<file path="src/rtl/rx_frame_parser.sv">
// rx_frame_parser: parses framed commands from a byte-wide UART receive core.
//
// Frame on the wire: 0x55 0xAA CMD LEN payload[LEN] CHK,
// where CHK = (CMD + LEN + sum of payload bytes) mod 256.
//
// Parameters
//   TIMEOUT_CYCLES  inter-byte timeout in clk cycles
//   MAX_LEN         largest accepted payload length (at most 8)
//
// Ports
//   clk          system clock, rising edge
//   reset        asynchronous, active-low reset
//   Rx_Data      received byte, sampled in the cycle Rx_Done_Sig is low
//   Rx_Done_Sig  active-low one-clk byte-done strobe
//   Rx_En_Sig    receive-core enable, high in every clk after reset release
//   Frm_Cmd      command byte of the last good frame
//   Frm_Len      payload length of the last good frame
//   Frm_Payload  payload of the last good frame, byte k at [8k+7:8k], unused bytes zero
//   Frm_Valid    one-clk pulse when a good frame completes
//   Frm_Err      one-clk pulse when a frame is aborted
//   Err_Code     abort cause with Frm_Err: 1 checksum, 2 length, 3 timeout
module rx_frame_parser #(
  parameter logic [19:0] TIMEOUT_CYCLES = 20'd500000,
  parameter logic [3:0]  MAX_LEN        = 4'd8
) (
  input  logic        clk,
  input  logic        reset,
  input  logic [7:0]  Rx_Data,
  input  logic        Rx_Done_Sig,
  output logic        Rx_En_Sig,
  output logic [7:0]  Frm_Cmd,
  output logic [3:0]  Frm_Len,
  output logic [63:0] Frm_Payload,
  output logic        Frm_Valid,
  output logic        Frm_Err,
  output logic [1:0]  Err_Code
);

  typedef enum logic [2:0] {
    StIdle,
    StHdr2,
    StCmd,
    StLen,
    StPay,
    StChk
  } state_e;

  localparam logic [1:0] ErrChecksum = 2'd1;
  localparam logic [1:0] ErrLength   = 2'd2;
  localparam logic [1:0] ErrTimeout  = 2'd3;

  state_e      state_q;
  logic [7:0]  cmd_q;
  logic [3:0]  len_q;
  logic [2:0]  idx_q;
  logic [7:0]  sum_q;
  logic [63:0] buf_q;
  logic [19:0] tmo_cnt_q;

  logic byte_evt;
  assign byte_evt = ~Rx_Done_Sig;

  always_ff @(posedge clk or negedge reset) begin
    if (!reset) begin
      state_q     <= StIdle;
      cmd_q       <= 8'h00;
      len_q       <= 4'd0;
      idx_q       <= 3'd0;
      sum_q       <= 8'h00;
      buf_q       <= 64'h0;
      tmo_cnt_q   <= 20'd0;
      Rx_En_Sig   <= 1'b0;
      Frm_Cmd     <= 8'h00;
      Frm_Len     <= 4'd0;
      Frm_Payload <= 64'h0;
      Frm_Valid   <= 1'b0;
      Frm_Err     <= 1'b0;
      Err_Code    <= 2'd0;
    end else begin
      Rx_En_Sig <= 1'b1;
      Frm_Valid <= 1'b0;
      Frm_Err   <= 1'b0;

      if (byte_evt) begin
        // A byte event always restarts the timeout, even on the cycle it would expire.
        tmo_cnt_q <= 20'd0;
        unique case (state_q)
          StIdle: begin
            if (Rx_Data == 8'h55) state_q <= StHdr2;
          end
          StHdr2: begin
            if (Rx_Data == 8'hAA) begin
              state_q <= StCmd;
            end else if (Rx_Data != 8'h55) begin
              state_q <= StIdle;
            end
          end
          StCmd: begin
            cmd_q   <= Rx_Data;
            sum_q   <= Rx_Data;
            state_q <= StLen;
          end
          StLen: begin
            if (Rx_Data > {4'd0, MAX_LEN}) begin
              state_q  <= StIdle;
              Frm_Err  <= 1'b1;
              Err_Code <= ErrLength;
            end else begin
              len_q   <= Rx_Data[3:0];
              sum_q   <= sum_q + Rx_Data;
              idx_q   <= 3'd0;
              buf_q   <= 64'h0;
              state_q <= (Rx_Data == 8'h00) ? StChk : StPay;
            end
          end
          StPay: begin
            buf_q[{idx_q, 3'b000} +: 8] <= Rx_Data;
            sum_q <= sum_q + Rx_Data;
            idx_q <= idx_q + 3'd1;
            if ({1'b0, idx_q} == len_q - 4'd1) state_q <= StChk;
          end
          StChk: begin
            state_q <= StIdle;
            if (Rx_Data == sum_q) begin
              Frm_Cmd     <= cmd_q;
              Frm_Len     <= len_q;
              Frm_Payload <= buf_q;
              Frm_Valid   <= 1'b1;
            end else begin
              Frm_Err  <= 1'b1;
              Err_Code <= ErrChecksum;
            end
          end
          default: state_q <= StIdle;
        endcase
      end else if (state_q == StIdle) begin
        tmo_cnt_q <= 20'd0;
      end else if (tmo_cnt_q == TIMEOUT_CYCLES - 20'd1) begin
        tmo_cnt_q <= 20'd0;
        state_q   <= StIdle;
        Frm_Err   <= 1'b1;
        Err_Code  <= ErrTimeout;
      end else begin
        tmo_cnt_q <= tmo_cnt_q + 20'd1;
      end
    end
  end

endmodule
</file>
<file path="config.mk">
export PLATFORM = sky130hd
export DESIGN_NAME = rx_frame_parser
export DESIGN_NICKNAME = d
export VERILOG_FILES = /design/src/rtl/rx_frame_parser.sv
export SDC_FILE = /design/constraint.sdc
export NUM_CORES = 1
export LEC_CHECK = 0
export CORE_AREA = 4 4 133 135
export DETAILED_ROUTE_END_ITERATION = 7
export DIE_AREA = 0 0 137 139
export GPL_ROUTABILITY_DRIVEN = 0
export PLACE_DENSITY = 0.8
export SLEW_MARGIN = 20
export SYNTH_ARGS = -nofsm -noshare
export SYNTH_HDL_FRONTEND = slang
export SYNTH_SLANG_ARGS = --single-unit
</file>
<file path="constraint.sdc">
create_clock -name clk -period 3.55 [get_ports clk]
set_clock_uncertainty 0.2 [all_clocks]
set_input_delay 0.71 -clock clk [delete_from_list [all_inputs] [get_ports clk]]
set_output_delay 0.71 -clock clk [all_outputs]
set_load 0.005 [all_outputs]
</file>
==> run_results.csv <==
group,metric,value,unit
status,outcome,"finished, final reports clean",
critical_path,crit_end,"Frm_Payload[40]$_DFFE_PN0P_",
sta,tns,0,ns
floorplanning,fp.dieH,139,um
floorplanning,die_x,137,um
cells_and_area,nets,804,
synth,syn_inst,683,
synth,syn_area,8170,um^2
synth,synth-seq-cells,191,
floorplanning,die_area,19000,um^2
critical_path,r2r_end,"buf_q[0]$_DFFE_PN0P_",
routing,firstDrtPassIters,5,
synth,yosysWarnings,0,
sta,rsz0062_at_grt,"false",
synth,async_flop_share,1.00,
cts,cts_tree,"yes",
cts,path_clk_slew,0.07,ns
cts,cts.sinks,191,
synth,syn-num-nets,709,
critical_path,crit_path_start_kind,"primary input",
critical_path,reg2reg_from,"state_q[2]$_DFFE_PN0P_",
synth,synth_edf_count,0,
cells_and_area,design_area,9940,um^2
synth,synth_ff_type,"dfrtp_1",
synth,ys_seq_area_frac,0.585,
grt,antenna_found_initial,0,
grt,grt_pass1_wl,29700,um
cts,clockBufferDepth,2,
sta,worst_slew_pin_slew,1.09,ns
sta,period_minus_slack,3.01,ns
sta,drv_slew,0,
sta,hold_viol,0,
critical_path,rr_worst_depth,6,
critical_path,critPathKind,"in -> reg",
routing,wl_per_cell,17.4,um
placement,dpl_cell_area,9360,um^2
cells_and_area,syn_to_final_growth,21.7,%
critical_path,startpoint,"Rx_Data[5]",
cts,cts_setup_buffers,0,
critical_path,crit_required,3.66,ns
routing,drt_iter0_drc,419,
synth,syn_area_per_cell,12.0,um^2
floorplanning,rows,47,
grt,gr-usage-all-layers,0.196,
synth,synth_cell_types,54,
cts,clk_latency,0.42,ns
routing,postRouteAntennaNets,0,
worst_hold_path,hp-class,"in -> async",
critical_path,worstPathArrival,3.12,ns
floorplanning,start_util,0.496,
cells_and_area,post-route-util,0.603,
floorplanning,core_area,16500,um^2
placement,dp_slack,0.133,ns
sta,slew_headroom,0.275,
sta,fin_crit_sh,0.849,
critical_path,cp_slowest_cell,"or2_4",
routing,num_vias,5587,
critical_path,worstPathCellList,"clkdlybuf4s50_1 > ha_1 > nor4_1 > nand3_1 > or2_4 > mux2_2",
grt,first_global_vias,5604,
cts,cts_buffers,17,
pwr,p_per_area,445,nW/um^2
cts,cts_hold_buf,0,
grt,globalRouteOverflowTotal,0,
placement,dp.final_hpwl,11800,um
grt,gr-usage-met1,0.276,
critical_path,cp-end-kind,"register",
sta,max_freq,332,MHz
grt,grt_util_met2,0.302,
grt,grt_max_degree,80,
routing,viasPerCell,5.53,
pwr,peakVddDrop,314,uV
routing,drc,0,
cts,htree_levels,4,
floorplanning,ios,92,
run,maxCapViolCount,0,
critical_path,slowest_delay,0.52,ns
sta,setup_violations,0,
cts,ctsResizeCount,0,
critical_path,worstPathMaxFanout,79,
sta,timing.hold.ws,0.0979,ns
placement,io_buffers,91,
grt,met3_usage,0.0454,
critical_path,r2r_slack,0.76,ns
sta,setup_ws,0.537,ns
cells_and_area,drive_above_1_share,0.184,
cells_and_area,antenna_cells,0,
grt,grt_busiest_layer,"met2",
cts,clock-root-buffer,"clkbuf_16",
routing,finalWirelength,17600,um
pwr,p_leak,4.60,nW
## worst min path at each step
stage                                         end                   from  slack [ns]
final                       buf_q[34]$_DFFE_PN0P_                  reset         0.1
after global routing        buf_q[34]$_DFFE_PN0P_                  reset        0.14
after CTS                   buf_q[34]$_DFFE_PN0P_                  reset        0.10
after detailed placement    buf_q[21]$_DFFE_PN0P_  buf_q[21]$_DFFE_PN0P_        0.27
after global placement      buf_q[16]$_DFFE_PN0P_  buf_q[16]$_DFFE_PN0P_        0.27
after floorplan           Err_Code[0]$_DFFE_PN0P_                  reset        0.21
## sequential cells by signal (all words and copies together), names as in the netlist
name,count
sum_q,8
Frm_Err,1
len_q,4
Frm_Len,4
Frm_Valid,1
cmd_q,8
Rx_En_Sig,1
idx_q,3
buf_q,64
tmo_cnt_q,20
Frm_Payload,64
state_q,3
Frm_Cmd,8
Err_Code,2
## cells in the mapped netlist, types with 3 or more instances
cell type / n / share of area
a21oi_1: 15 / 0.0092
a21o_1: 4 / 0.0037
clkbuf_1: 16 / 0.0074
nand2_1: 65 / 0.030
a31oi_1: 11 / 0.0084
o21a_1: 3 / 0.0028
xnor2_1: 15 / 0.016
nor3_1: 10 / 0.0061
o21ai_0: 44 / 0.027
or2_2: 3 / 0.0023
a22o_1: 32 / 0.034
nand2b_1: 5 / 0.0038
nor4_1: 6 / 0.0046
ha_1: 14 / 0.021
inv_1: 13 / 0.0060
nand4_1: 7 / 0.0054
and3_1: 6 / 0.0046
xor2_1: 12 / 0.013
nand3_2: 3 / 0.0037
nand3_1: 23 / 0.014
nor2_1: 45 / 0.021
nor2b_1: 6 / 0.0046
dfrtp_1: 191 / 0.59
buf_2: 14 / 0.0086
mux2_2: 81 / 0.11
## metrics by stage
stage,instances,power [W]
2_1_floorplan,683,0.00246
3_3_place_gp,979,0.00259
3_5_place_dp,979,0.00260
4_1_cts,1010,0.00446
5_1_grt,1010,0.00460
6_report,1010,0.00443
## cells by family (layout without fill, tap and decap cells)
group,after synthesis,count (layout),synth area share
XOR/XNOR,27,27,0.0290
buffers and inverters,47,154,0.0265
AO/OA/AOI/OAI,123,123,0.101
other,1,1,0.000459
adder cells (fa/ha/maj),15,15,0.0239
multiplexers,82,82,0.113
AND/OR/NAND/NOR,197,197,0.121
flip-flops,191,191,0.585
## power by group
group | switching [W] | leakage, nW | total (W) | internal (W)
logic | 0.000196 | 1.70 | 0.000321 | 0.000126
clock network | 0.000812 | 0.283 | 0.00187 | 0.00106
registers | 0.0000299 | 2.61 | 0.00224 | 0.00221
total | 0.00104 | 4.60 | 0.00443 | 0.00339
## layer usage
layer / routed length (um) / share of wire / vias up
li1: - / - / 2614
met1: 7940 / 0.45 / 2781
met2: 8450 / 0.48 / 165
met3: 935 / 0.053 / 27
met4: 288 / 0.016 / 0
met5: 0 / 0 / -
## final cells by class
type                            count  area (um^2)
Clock buffer                       18          439
Inverter                           13         48.8
Sequential cell                   191         4780
Tap cell                          220          275
Timing Repair Buffer              110         1080
Fill cell                        1292         6530
Clock inverter                     13          141
Multi-Input combinational cell    445         3170
## worst max-delay path: cells and delay by family
family                     cells  cell delay, ns
buffers and inverters          1            0.44
adders and majority gates      1            0.37
and+or+nand+nor                3            1.03
muxes                          1            0.44
## cells in the final DEF (no fill, tap or decap), types with 12 or more instances in the layout
cell type / netlist / routed
buf_4: 2 / 17
a21oi_1: 15 / 15
clkdlybuf4s50_1: 0 / 90
inv_1: 13 / 13
ha_1: 14 / 14
clkbuf_16: 0 / 17
dfrtp_1: 191 / 191
a22o_1: 32 / 32
xnor2_1: 15 / 15
xor2_1: 12 / 12
nand3_1: 23 / 23
nand2_1: 65 / 65
nor2_1: 45 / 45
o21ai_0: 44 / 44
mux2_2: 81 / 81
No activity file was read; power rests on OpenSTA's default activity.
